--- config.mk ---
export PLATFORM = sky130hd
export DESIGN_NAME = fpga_buttons
export DESIGN_NICKNAME = d
export VERILOG_FILES = /design/src/rtl/fpga_buttons.sv
export SDC_FILE = /design/constraint.sdc
export NUM_CORES = 1
export LEC_CHECK = 0
export CORE_UTILIZATION = 40
export CTS_CLUSTER_DIAMETER = 50
export DETAILED_ROUTE_END_ITERATION = 10
export GPL_TIMING_DRIVEN = 0
export PLACE_DENSITY = 0.66
export RECOVER_POWER = 25
export SYNTH_ARGS = -nofsm -noshare
export SYNTH_HDL_FRONTEND = slang
export SYNTH_SLANG_ARGS = --single-unit
--- constraint.sdc ---
create_clock -name clk -period 1.8 [get_ports clk]
set_input_delay 0.54 -clock clk [delete_from_list [all_inputs] [get_ports clk]]
set_output_delay 0.54 -clock clk [all_outputs]
set_load 0.05 [all_outputs]
--- src/rtl/fpga_buttons.sv ---
// fpga_buttons: memory-mapped button/switch input port with debounce and
// sticky write-1-to-clear edge flags, on the fpga_* sel/we/ready bus.
//
// Ports:
//   clk, reset_n      clock, async active-low reset
//   btn_sel, we       peripheral select, write enable
//   btn_addr          0 LEVEL (RO), 1 RISE (W1C), 2 FALL (W1C), 3 IRQ_EN
//   btn_data_i/_o     32-bit write / read data (low BTN_COUNT bits used)
//   btn_ready         = btn_sel (zero wait states)
//   btn_pins          raw asynchronous pins
//   irq               level interrupt
//
// Optional feature: define FPGA_BUTTONS_IRQ_EN to implement the IRQ_EN
// register and the registered irq output; otherwise irq is tied to 0
// and address 3 reads 0.

module fpga_buttons #(
    parameter int BTN_COUNT       = 4,
    parameter bit ACTIVE_LOW      = 1'b1,
    parameter int DEBOUNCE_CYCLES = 50000
) (
    input  logic                 clk,
    input  logic                 reset_n,
    input  logic                 btn_sel,
    input  logic [1:0]           btn_addr,
    input  logic [31:0]          btn_data_i,
    input  logic                 we,
    output logic                 btn_ready,
    output logic [31:0]          btn_data_o,
    input  logic [BTN_COUNT-1:0] btn_pins,
    output logic                 irq
);

    localparam int CW = $clog2(DEBOUNCE_CYCLES + 1);
    localparam logic [CW-1:0] CNT_LAST = CW'(DEBOUNCE_CYCLES - 1);

    logic [BTN_COUNT-1:0] pressed;
    logic [BTN_COUNT-1:0] sync1;
    logic [BTN_COUNT-1:0] sync2;
    logic [BTN_COUNT-1:0] stable;
    logic [BTN_COUNT-1:0] stable_d;
    logic [BTN_COUNT-1:0] rise;
    logic [BTN_COUNT-1:0] fall;
    logic [BTN_COUNT-1:0] rise_clr;
    logic [BTN_COUNT-1:0] fall_clr;
    logic [BTN_COUNT-1:0] irq_en_rd;
    logic [CW-1:0]        cnt_q [BTN_COUNT];
    logic [CW-1:0]        cnt_d [BTN_COUNT];
    logic                 wr;
    logic                 unused_wdata;

    // Polarity is normalised before the synchroniser so that the
    // reset value 0 of every stage means "released".
    assign pressed = ACTIVE_LOW ? ~btn_pins : btn_pins;

    assign wr        = btn_sel & we;
    assign btn_ready = btn_sel;

    // Upper write-data bits are don't-care.
    assign unused_wdata = ^btn_data_i;

    always_ff @(posedge clk or negedge reset_n) begin
        if (!reset_n) begin
            sync1 <= '0;
            sync2 <= '0;
        end else begin
            sync1 <= pressed;
            sync2 <= sync1;
        end
    end

    // Per-bit debounce: the counter only runs while the synchronised
    // input disagrees with the accepted level; any agreement restarts it.
    always_comb begin
        stable_d = stable;
        for (int i = 0; i < BTN_COUNT; i++) begin
            cnt_d[i] = '0;
            if (sync2[i] != stable[i]) begin
                if (cnt_q[i] == CNT_LAST) begin
                    stable_d[i] = sync2[i];
                end else begin
                    cnt_d[i] = cnt_q[i] + CW'(1);
                end
            end
        end
    end

    assign rise_clr = (wr && btn_addr == 2'd1) ?
                      btn_data_i[BTN_COUNT-1:0] : '0;
    assign fall_clr = (wr && btn_addr == 2'd2) ?
                      btn_data_i[BTN_COUNT-1:0] : '0;

    // Set terms are OR-ed after the clear so a same-edge set wins.
    always_ff @(posedge clk or negedge reset_n) begin
        if (!reset_n) begin
            stable <= '0;
            rise   <= '0;
            fall   <= '0;
            for (int i = 0; i < BTN_COUNT; i++) begin
                cnt_q[i] <= '0;
            end
        end else begin
            stable <= stable_d;
            rise   <= (rise & ~rise_clr) | (stable_d & ~stable);
            fall   <= (fall & ~fall_clr) | (~stable_d & stable);
            for (int i = 0; i < BTN_COUNT; i++) begin
                cnt_q[i] <= cnt_d[i];
            end
        end
    end

`ifdef FPGA_BUTTONS_IRQ_EN
    logic [BTN_COUNT-1:0] irq_en;
    logic                 irq_q;

    // irq looks at the registered flags, so it trails a flag
    // change by one edge in both directions.
    always_ff @(posedge clk or negedge reset_n) begin
        if (!reset_n) begin
            irq_en <= '0;
            irq_q  <= 1'b0;
        end else begin
            if (wr && btn_addr == 2'd3) begin
                irq_en <= btn_data_i[BTN_COUNT-1:0];
            end
            irq_q <= |((rise | fall) & irq_en);
        end
    end

    assign irq       = irq_q;
    assign irq_en_rd = irq_en;
`else
    assign irq       = 1'b0;
    assign irq_en_rd = '0;
`endif

    always_comb begin
        btn_data_o = '0;
        if (btn_sel) begin
            case (btn_addr)
                2'd0:    btn_data_o[BTN_COUNT-1:0] = stable;
                2'd1:    btn_data_o[BTN_COUNT-1:0] = rise;
                2'd2:    btn_data_o[BTN_COUNT-1:0] = fall;
                default: btn_data_o[BTN_COUNT-1:0] = irq_en_rd;
            endcase
        end
    end

endmodule

==> impl_metrics.ini, run 1 <==
[floorplan]
die-height_um = 105
row_count = 37
core_um2 = 10300
ioPinCount = 76
die_w_um = 105
dieArea_um2 = 11100
start_util = 0.414

[worst_setup_path]
startpoint_type = register
cp_cell_sequence = or4_4 > or4_4 > o21ai_4 > buf_6 > nor2_1
cp.arrival_ps = 2250
worst_ep_required_time_ps = 2050
crit_buf_inv = 1
cp_max_fo = 5
crit_family = simple AND/OR/NAND/NOR gates
crit_type = register to register
cp_slowest_cell = or4_4
max_stage_delay_ps = 560
end_kind = register
crit_top_cell = or4_4

[outcome]
violations = negative setup slack
status = finished, violations left

[global_routing]
grt_usage = 0.163
grt_max_degree = 59
antenna_found_initial = 0
grt_pass1_wl_um = 14300
gr-total-overflow = 0
grt_pass1_vias = 3119

[place]
globalplace.congestion = 0.866
hpwl_um = 5450
dp_slack_ps = -1270
portBuffers = 17

[power_and_ir_drop]
power_frac_clock = 0.390
p_sw_frac = 0.252
ir_drop_mv = 0.497
intPower_mw = 3.07
p_comb_frac = 0.124
powerDensity_nw_per_um2 = 738
switchingPower_mw = 1.03
seq_power_share = 0.487
leakagePower_nw = 2.34

[timing]
skew_ps = 16.3
post-route-period-util = 1.11
tightest_slew_ps = 708
hold_violations = 0
setup_ws_ps = -207
grt_setup_unrepaired = yes
maxSlewViolCount = 0
setup_violations = 52
fin_setup_tns_ps = -8660
fin_crit_ps = 2010
maxSlewHeadroom = 0.528
fmax_ghz = 0.498

[flow_run]
max-cap-violations = 0

[drt]
drt_iter0_markers = 108
ant_nets = 0
drt_pass1_iterations = 4
drt-vias-per-instance = 4.77
wire_per_inst_um = 12.7
route.detailed.drc = 0
routed_wl_um = 8580
vias = 3222

[clock_network]
cts_buffers = 9
clk_pin_slew_ps = 80
clk_path_buf_depth = 2
htreeDepth = 3
cts_root_buffer = clkbuf_8
worstSkewPairLatency_ps = 350
hold_buffers = 0
clock-sinks = 84
cts_tree = yes

[logic_synthesis]
yosys_warnings = 0
synth-seq-cells = 84
synth.cell_area_um2 = 4270
netlist_instances = 438
syn_area_per_cell_um2 = 9.75
ys_types = 34
synth_seq_area_share = 0.492

[layout]
nets = 581
antenna_cells = 0
n_fill_cell = 881
multi_input_area_um2 = 2150
seq_area_um2 = 2110
syn2layout_area_growth_pct = 30.1
drive_above_1_share = 0.306

[hold_path]
min_path_type = primary input to asynchronous set/reset pin
sequential cells by signal, indices dropped and copies added (netlist names):
signal and count:
cnt_q 64, fall 4, rise 4, stable 4
sync1 4, sync2 4
repair_timing:
action / 4_1_cts / 5_1_grt
setup buffers: 29 / 8
gates cloned: 3 / 0
gates resized for setup: 99 / 25
pin swaps: 21 / 9
endpoints found under the setup margin: 69 / 72
placed cells by master (no fill, tap or decap), types with 4 or more instances in the layout:
master | synthesis | final
buf_8 | 0 | 4
nand2b_1 | 8 | 8
and3_1 | 6 | 4
or3_4 | 3 | 6
dfrtp_1 | 84 | 81
o21ai_1 | 0 | 7
nor2_1 | 67 | 40
or4_4 | 3 | 6
mux2i_1 | 4 | 4
buf_6 | 2 | 13
clkdlybuf4s50_1 | 0 | 9
and2_4 | 0 | 4
nand4_1 | 15 | 15
buf_4 | 31 | 62
nor3_1 | 16 | 16
xor2_1 | 5 | 5
inv_1 | 16 | 16
conb_1 | 1 | 29
nor2_2 | 0 | 27
clkbuf_8 | 0 | 9
nand2_1 | 37 | 36
nor4_1 | 17 | 17
nand3_1 | 25 | 22
xnor2_1 | 50 | 50
through the flow:
step / power (mW) / utilization / area, µm² / hold slack, ps / std cells
after floorplan: 2.34 / - / 4410 / 244 / 466
after global placement: 2.45 / 0.460 / 4750 / 335 / 619
after detailed placement: 2.46 / 0.462 / 4770 / 343 / 620
after CTS: 4.12 / 0.525 / 5420 / 98.2 / 668
after global routing: 4.29 / 0.538 / 5560 / 271 / 676
final: 4.10 / 0.538 / 5560 / 234 / 676
metal layers:
metal  track usage  vias to the layer above  wire length [µm]
met5             0                        -                 0
met4        0.0412                        0                73
met3        0.0482                        9               390
met2         0.268                       69              4210
met1         0.209                     1526              3910
li1              -                     1618                 -
power by group through the flow:
stage                     Combinational, mW  Sequential, mW  Clock, mW
after CTS                             0.490            1.99       1.64
after detailed placement              0.434            2.03          0
after global routing                  0.547            2.01       1.73
final                                 0.507            2.00       1.60
after global placement                0.421            2.03          0
after floorplan                       0.318            2.02          0
layout make-up:
cell class / instances / area share
plain buffers: 35 / 0.0520
clock buffers: 10 / 0.0230
clock inverters: 6 / 0.0203
inverters: 16 / 0.0108
multi-input cells: 331 / 0.386
flip-flops and latches: 84 / 0.379
well taps: 136 / 0.0306
repair buffers: 58 / 0.0981
synthesized netlist by cell type (all sizes together):
| master | number | area, µm² |
|---|---|---|
| xnor2 | 50 | 438 |
| conb | 1 | 3.75 |
| and3 | 6 | 37.5 |
| nor2 | 67 | 251 |
| clkbuf | 2 | 7.51 |
| mux2 | 4 | 45.0 |
| a21oi | 1 | 5.00 |
| and2 | 4 | 25.0 |
| or3 | 9 | 71.3 |
| nor2b | 1 | 6.26 |
| nor4 | 17 | 106 |
| nand3 | 25 | 125 |
| xor2 | 5 | 43.8 |
| and4b | 2 | 20.0 |
| mux2i | 4 | 40.0 |
| buf | 33 | 255 |
| o31ai | 1 | 7.51 |
| nand2b | 8 | 50.1 |
| dfrtp | 84 | 2100 |
| or4 | 7 | 63.8 |
| inv | 16 | 60.1 |
| o21ai | 15 | 109 |
| or2 | 1 | 6.26 |
| nor4b | 1 | 8.76 |
| ha | 4 | 50.1 |
| nor3 | 16 | 80.1 |
| nor4bb | 2 | 20.0 |
| nand4 | 15 | 93.8 |
| nand2 | 37 | 139 |
cells by family (layout without fill, tap and decap cells):
kind of cell,after synthesis,in the layout,share of synthesized area
simple gates,218,218,0.259
buf+inv,51,125,0.0756
xor+xnor,55,55,0.113
flops,84,84,0.492
fa+ha+maj,4,4,0.0117
compound gates,17,17,0.0284
mux,8,8,0.0199
other cells,1,29,0.000878
worst paths after layout:
check,from,cells past startpoint,slack [ps],end
max,cnt_q[44],5,-210,cnt_q[41]
min,reset_n,1,230,cnt_q[40]
max reg2reg,cnt_q[44],5,-210,cnt_q[41]
min reg2reg,sync1[1],0,360,sync2[1]
max in group asynchronous,reset_n,2,850,cnt_q[51]
min in group clk,sync1[1],0,360,sync2[1]
Power figures use the tool's default switching activity.
==> run 2, diff against run 1 <==
Settings changed: ABC_AREA set to 1, PLACE_DENSITY 0.66 to unset.
==> impl_metrics.ini, run 2 <==
[clock_network]
htreeDepth = 3
cts_root_buffer = clkbuf_16
cts_tree = yes
clock-sinks = 84
clk_pin_slew_ps = 60
cts_setup_buffers = 0
worstSkewPairLatency_ps = 340
clk_path_buf_depth = 2
cts_buffers = 9

[logic_synthesis]
synth_most_common_cell = nand2_1
synth-seq-cells = 84
synth_top_area_cell = dfrtp_1
synth_edf_count = 0
syn_area_per_cell_um2 = 7.52
synthFlopType = dfrtp_1
yosys-top-cells-area = dfrtp_1, nand2_1, nor2_1
synth_top_area_frac = 0.442
ys_types = 29
synth_common_cells = nand2_1, nor2_1, dfrtp_1
yosys_warnings = 0
synthArstFlopShare = 1.00
netlist_instances = 632
synth.cell_area_um2 = 4750
synth_seq_area_share = 0.442

[global_routing]
use_met1 = 0.200
use_met2 = 0.283
grt_usage = 0.164
gr-total-overflow = 0
top_usage_layer = met2
antenna_found_initial = 0
grt_max_degree = 60
grt_pass1_wl_um = 16300
grt_pass1_vias = 3698
grt_util_met3 = 0.0366

[floorplan]
row_count = 39
dieArea_um2 = 12300
die-height_um = 111
core_um2 = 11500
ioPinCount = 76
die_w_um = 111
start_util = 0.413

[timing]
maxSlewViolCount = 0
fin_setup_tns_ps = 0
maxSlewHeadroom = 0.523
fmax_ghz = 0.556
skew_ps = 6.74
tightest_slew_ps = 716
post-route-period-util = 0.999
grt_setup_unrepaired = yes
fin_crit_ps = 1800
setup_violations = 0
hold_violations = 0

[hold_path]
min_path_type = primary input to asynchronous set/reset pin

[place]
globalplace.congestion = 0.873
portBuffers = 18
place_inst = 822
hpwl_um = 6870

[worst_setup_path]
cp.arrival_ps = 1260
crit_type = primary input to output port
crit_top_cell = nand2_1
max_stage_delay_ps = 160
startpoint_type = primary input
crit_family = simple AND/OR/NAND/NOR gates
end_kind = output port
crit_buf_inv = 3
cp_max_fo = 4
cp_cell_sequence = buf_8 > nor2_4 > nand2_1 > nand3_1 > nand2_1 > inv_1 > buf_6
worst_ep_required_time_ps = 1260
cp_slowest_cell = nor2_4

[layout]
finalNonFillerCells = 838
drive_above_1_share = 0.147
largest_reg_flops = 64
layout_commonest_cell = nand2_1
most-common-layout-cells = nand2_1, nor2_1, dfrtp_1
final_util = 0.492
syn2layout_area_growth_pct = 19.3
antenna_cells = 0
top_register = cnt_q
nets = 736

[drt]
vias = 3810
drt-vias-per-instance = 4.55
wire_per_inst_um = 11.1
ant_nets = 0
routed_wl_um = 9290
drt_iter0_markers = 202
drt_pass1_iterations = 7
route.detailed.drc = 16

[power_and_ir_drop]
powerDensity_nw_per_um2 = 831
leakagePower_nw = 2.70
ir_drop_mv = 0.494

[outcome]
status = finished, violations left
violations = design-rule violations

[flow_run]
max-cap-violations = 0
[run 2: repair_timing]
action,CTS,global route
gates resized for setup,64,5
gates cloned,0,0
setup endpoints to repair,5,4
pin swaps,6,5
hold buffers,0,0
[run 2: path summary, 6_finish.rpt]
kind                                  start             to  slack (ps)  cells past startpoint
worst max-delay path            btn_addr[1]  btn_data_o[1]           3                      7
worst min-delay path                reset_n      cnt_q[52]         250                      1
worst max register to register    cnt_q[16]      cnt_q[24]         210                      6
worst min register to register     sync1[0]       sync2[0]         340                      0
max in group asynchronous           reset_n      stable[2]         820                      2
min in group clk                   sync1[0]       sync2[0]         340                      0
[run 2: cell type report]
type	instances	area (µm²)
inverters	82	310
clock inverters	6	136
multi-input cells	464	2260
repair buffers	19	221
flip-flops and latches	84	2100
plain buffers	30	225
clock buffers	10	229
fillers	1101	5850
well taps	143	179
[run 2: logic make-up after synthesis]
group           synth area share
xor+xnor                  0.0658
buf+inv                    0.112
flops                      0.442
other cells             0.000789
simple gates               0.323
compound gates            0.0456
fa+ha+maj                 0.0105
[run 2: power by group]
part	total, mW	switching [mW]	internal, mW	leakage (nW)
sequential	2.00	0.0450	1.95	1.14
combinational	0.460	0.314	0.147	1.39
clock	2.25	0.754	1.50	0.173
total	4.71	1.11	3.60	2.70
[run 2: per-layer routing]
metal / vias up / routed length [µm]
met5: - / 0
met4: 0 / 144
met3: 13 / 349
met2: 73 / 4370
met1: 1727 / 4430
li1: 1997 / -
[run 2: stage by stage]
stage	hold WS (ps)	cell area [µm²]	setup WS, ps	power [mW]
after global placement	339	5220	-2920	2.47
after floorplan	244	4860	13.1	2.35
after detailed placement	335	5240	-1260	2.48
after global routing	296	5670	-47.0	4.89
after CTS	117	5660	-15.5	4.78
final	246	5670	2.58	4.71
==> run 3, diff against run 2 <==
Settings changed: CTS_CLUSTER_DIAMETER 50 to 100, RECOVER_POWER 25 to unset.
==> impl_metrics.ini, run 3 (synthesis results as in run 2) <==
[worst_setup_path]
crit_type = primary input to output port
r2r_end = cnt_q[24]
r2r_cells = 6
crit_cells = 7
max_stage_delay_ps = 160
startpoint_type = primary input
cp_max_fo = 4
crit_buf_inv = 3
cp_slowest_cell = nor2_4
timing.rr.start = cnt_q[16]
crit_top_cell = nand2_1
worst_ep_required_time_ps = 1260
crit_family = simple AND/OR/NAND/NOR gates
ff2ff_setup_slack_ps = 210
end_kind = output port
cp.arrival_ps = 1260
cp_cell_sequence = buf_8 > nor2_4 > nand2_1 > nand3_1 > nand2_1 > inv_1 > buf_6

[clock_network]
hold_buffers = 0
worstSkewPairLatency_ps = 340
cts_buffers = 9
cts_root_buffer = clkbuf_16
clk_pin_slew_ps = 60
clock-sinks = 84
clk_path_buf_depth = 2
htreeDepth = 3
cts_tree = yes

[timing]
maxSlewViolCount = 0
skew_ps = 6.71
fin_crit_ps = 1800
setup_violations = 0
holdWs_ps = 115
tightest_slew_ps = 615
setup_ws_ps = 2.57
fin_setup_tns_ps = 0
grt_setup_unrepaired = yes
fmax_ghz = 0.556
post-route-period-util = 0.999
hold_violations = 0
maxSlewHeadroom = 0.587

[drt]
drt_iter0_markers = 202
route.detailed.drc = 16
wire_per_inst_um = 11.1
ant_nets = 0
vias = 3814
drt_pass1_iterations = 7
drt-vias-per-instance = 4.55
routed_wl_um = 9290

[global_routing]
grt_util_met3 = 0.0366
antenna_found_initial = 0
grt_usage = 0.164
grt_max_degree = 60
gr-total-overflow = 0
use_met1 = 0.200
use_met2 = 0.283
grt_pass1_wl_um = 16300
grt_pass1_vias = 3698
top_usage_layer = met2

[layout]
syn2layout_area_growth_pct = 19.4
most-common-layout-cells = nand2_1, nor2_1, dfrtp_1
antenna_cells = 0
seq_area_um2 = 2100
final_util = 0.492
largest_reg_flops = 64
top_register = cnt_q
layout_commonest_cell = nand2_1
nets = 736
n_fill_cell = 1101
multi_input_area_um2 = 2260
drive_above_1_share = 0.147

[power_and_ir_drop]
leakagePower_nw = 2.70
ir_drop_mv = 0.494
powerDensity_nw_per_um2 = 831

[floorplan]
start_util = 0.413
die_w_um = 111
dieArea_um2 = 12300
ioPinCount = 76
core_um2 = 11500
die-height_um = 111
row_count = 39

[place]
globalplace.congestion = 0.873
hpwl_um = 6870
dp_slack_ps = -1260
portBuffers = 18

[flow_run]
max-cap-violations = 0

[outcome]
violations = design-rule violations
status = finished, violations left

[hold_path]
min_path_type = primary input to asynchronous set/reset pin
run 3: cell count changes in the layout (fill, tap and decap cells not counted):
cell / before / now
clkdlybuf4s50_1: 5 / 9
dlygate4sd3_1: 4 / 0
buf_4: 30 / 31
clkbuf_2: 1 / 0
run 3: power breakdown:
group / switching, mW / leakage (nW) / internal (mW) / total (mW)
sequential: 0.0451 / 1.14 / 1.95 / 2.00
clock: 0.754 / 0.173 / 1.50 / 2.25
combinational: 0.314 / 1.39 / 0.149 / 0.463
total: 1.11 / 2.70 / 3.60 / 4.71
run 3: through the flow:
stage	cell area, µm²	instances	power (mW)
6_report	5670	838	4.71
5_1_grt	5670	838	4.89
4_1_cts	5660	838	4.78
3_5_place_dp	5240	822	2.48
3_3_place_gp	5220	821	2.47
2_1_floorplan	4860	660	2.35
run 3: cell type report:
type | count | area share
Buffer | 30 | 0.0397
Clock inverter | 6 | 0.0241
Multi-Input combinational cell | 464 | 0.399
Inverter | 82 | 0.0547
Sequential cell | 84 | 0.371
Tap cell | 143 | 0.0316
Clock buffer | 10 | 0.0404
Timing Repair Buffer | 19 | 0.0395
run 3: worst max-delay path by stage:
stage,startpoint,endpoint
CTS,btn_addr[0],btn_data_o[1]
finish,btn_addr[1],btn_data_o[1]
global placement,reset_n,cnt_q[0]
floorplan,btn_addr[0],btn_data_o[0]
global route,btn_addr[1],btn_data_o[3]
detailed placement,btn_addr[1],btn_data_o[3]
run 3: metal layers:
layer	share of wire	wire (µm)
met5	0	0
met1	0.48	4450
met4	0.015	144
met3	0.036	336
met2	0.47	4370
run 3: repair_timing:
action | CTS | global route
pin swaps | 6 | 5
endpoints found under the setup margin | 5 | 4
gates resized for setup | 64 | 5
endpoints found under the hold margin | 0 | 0
setup buffers | 0 | 0
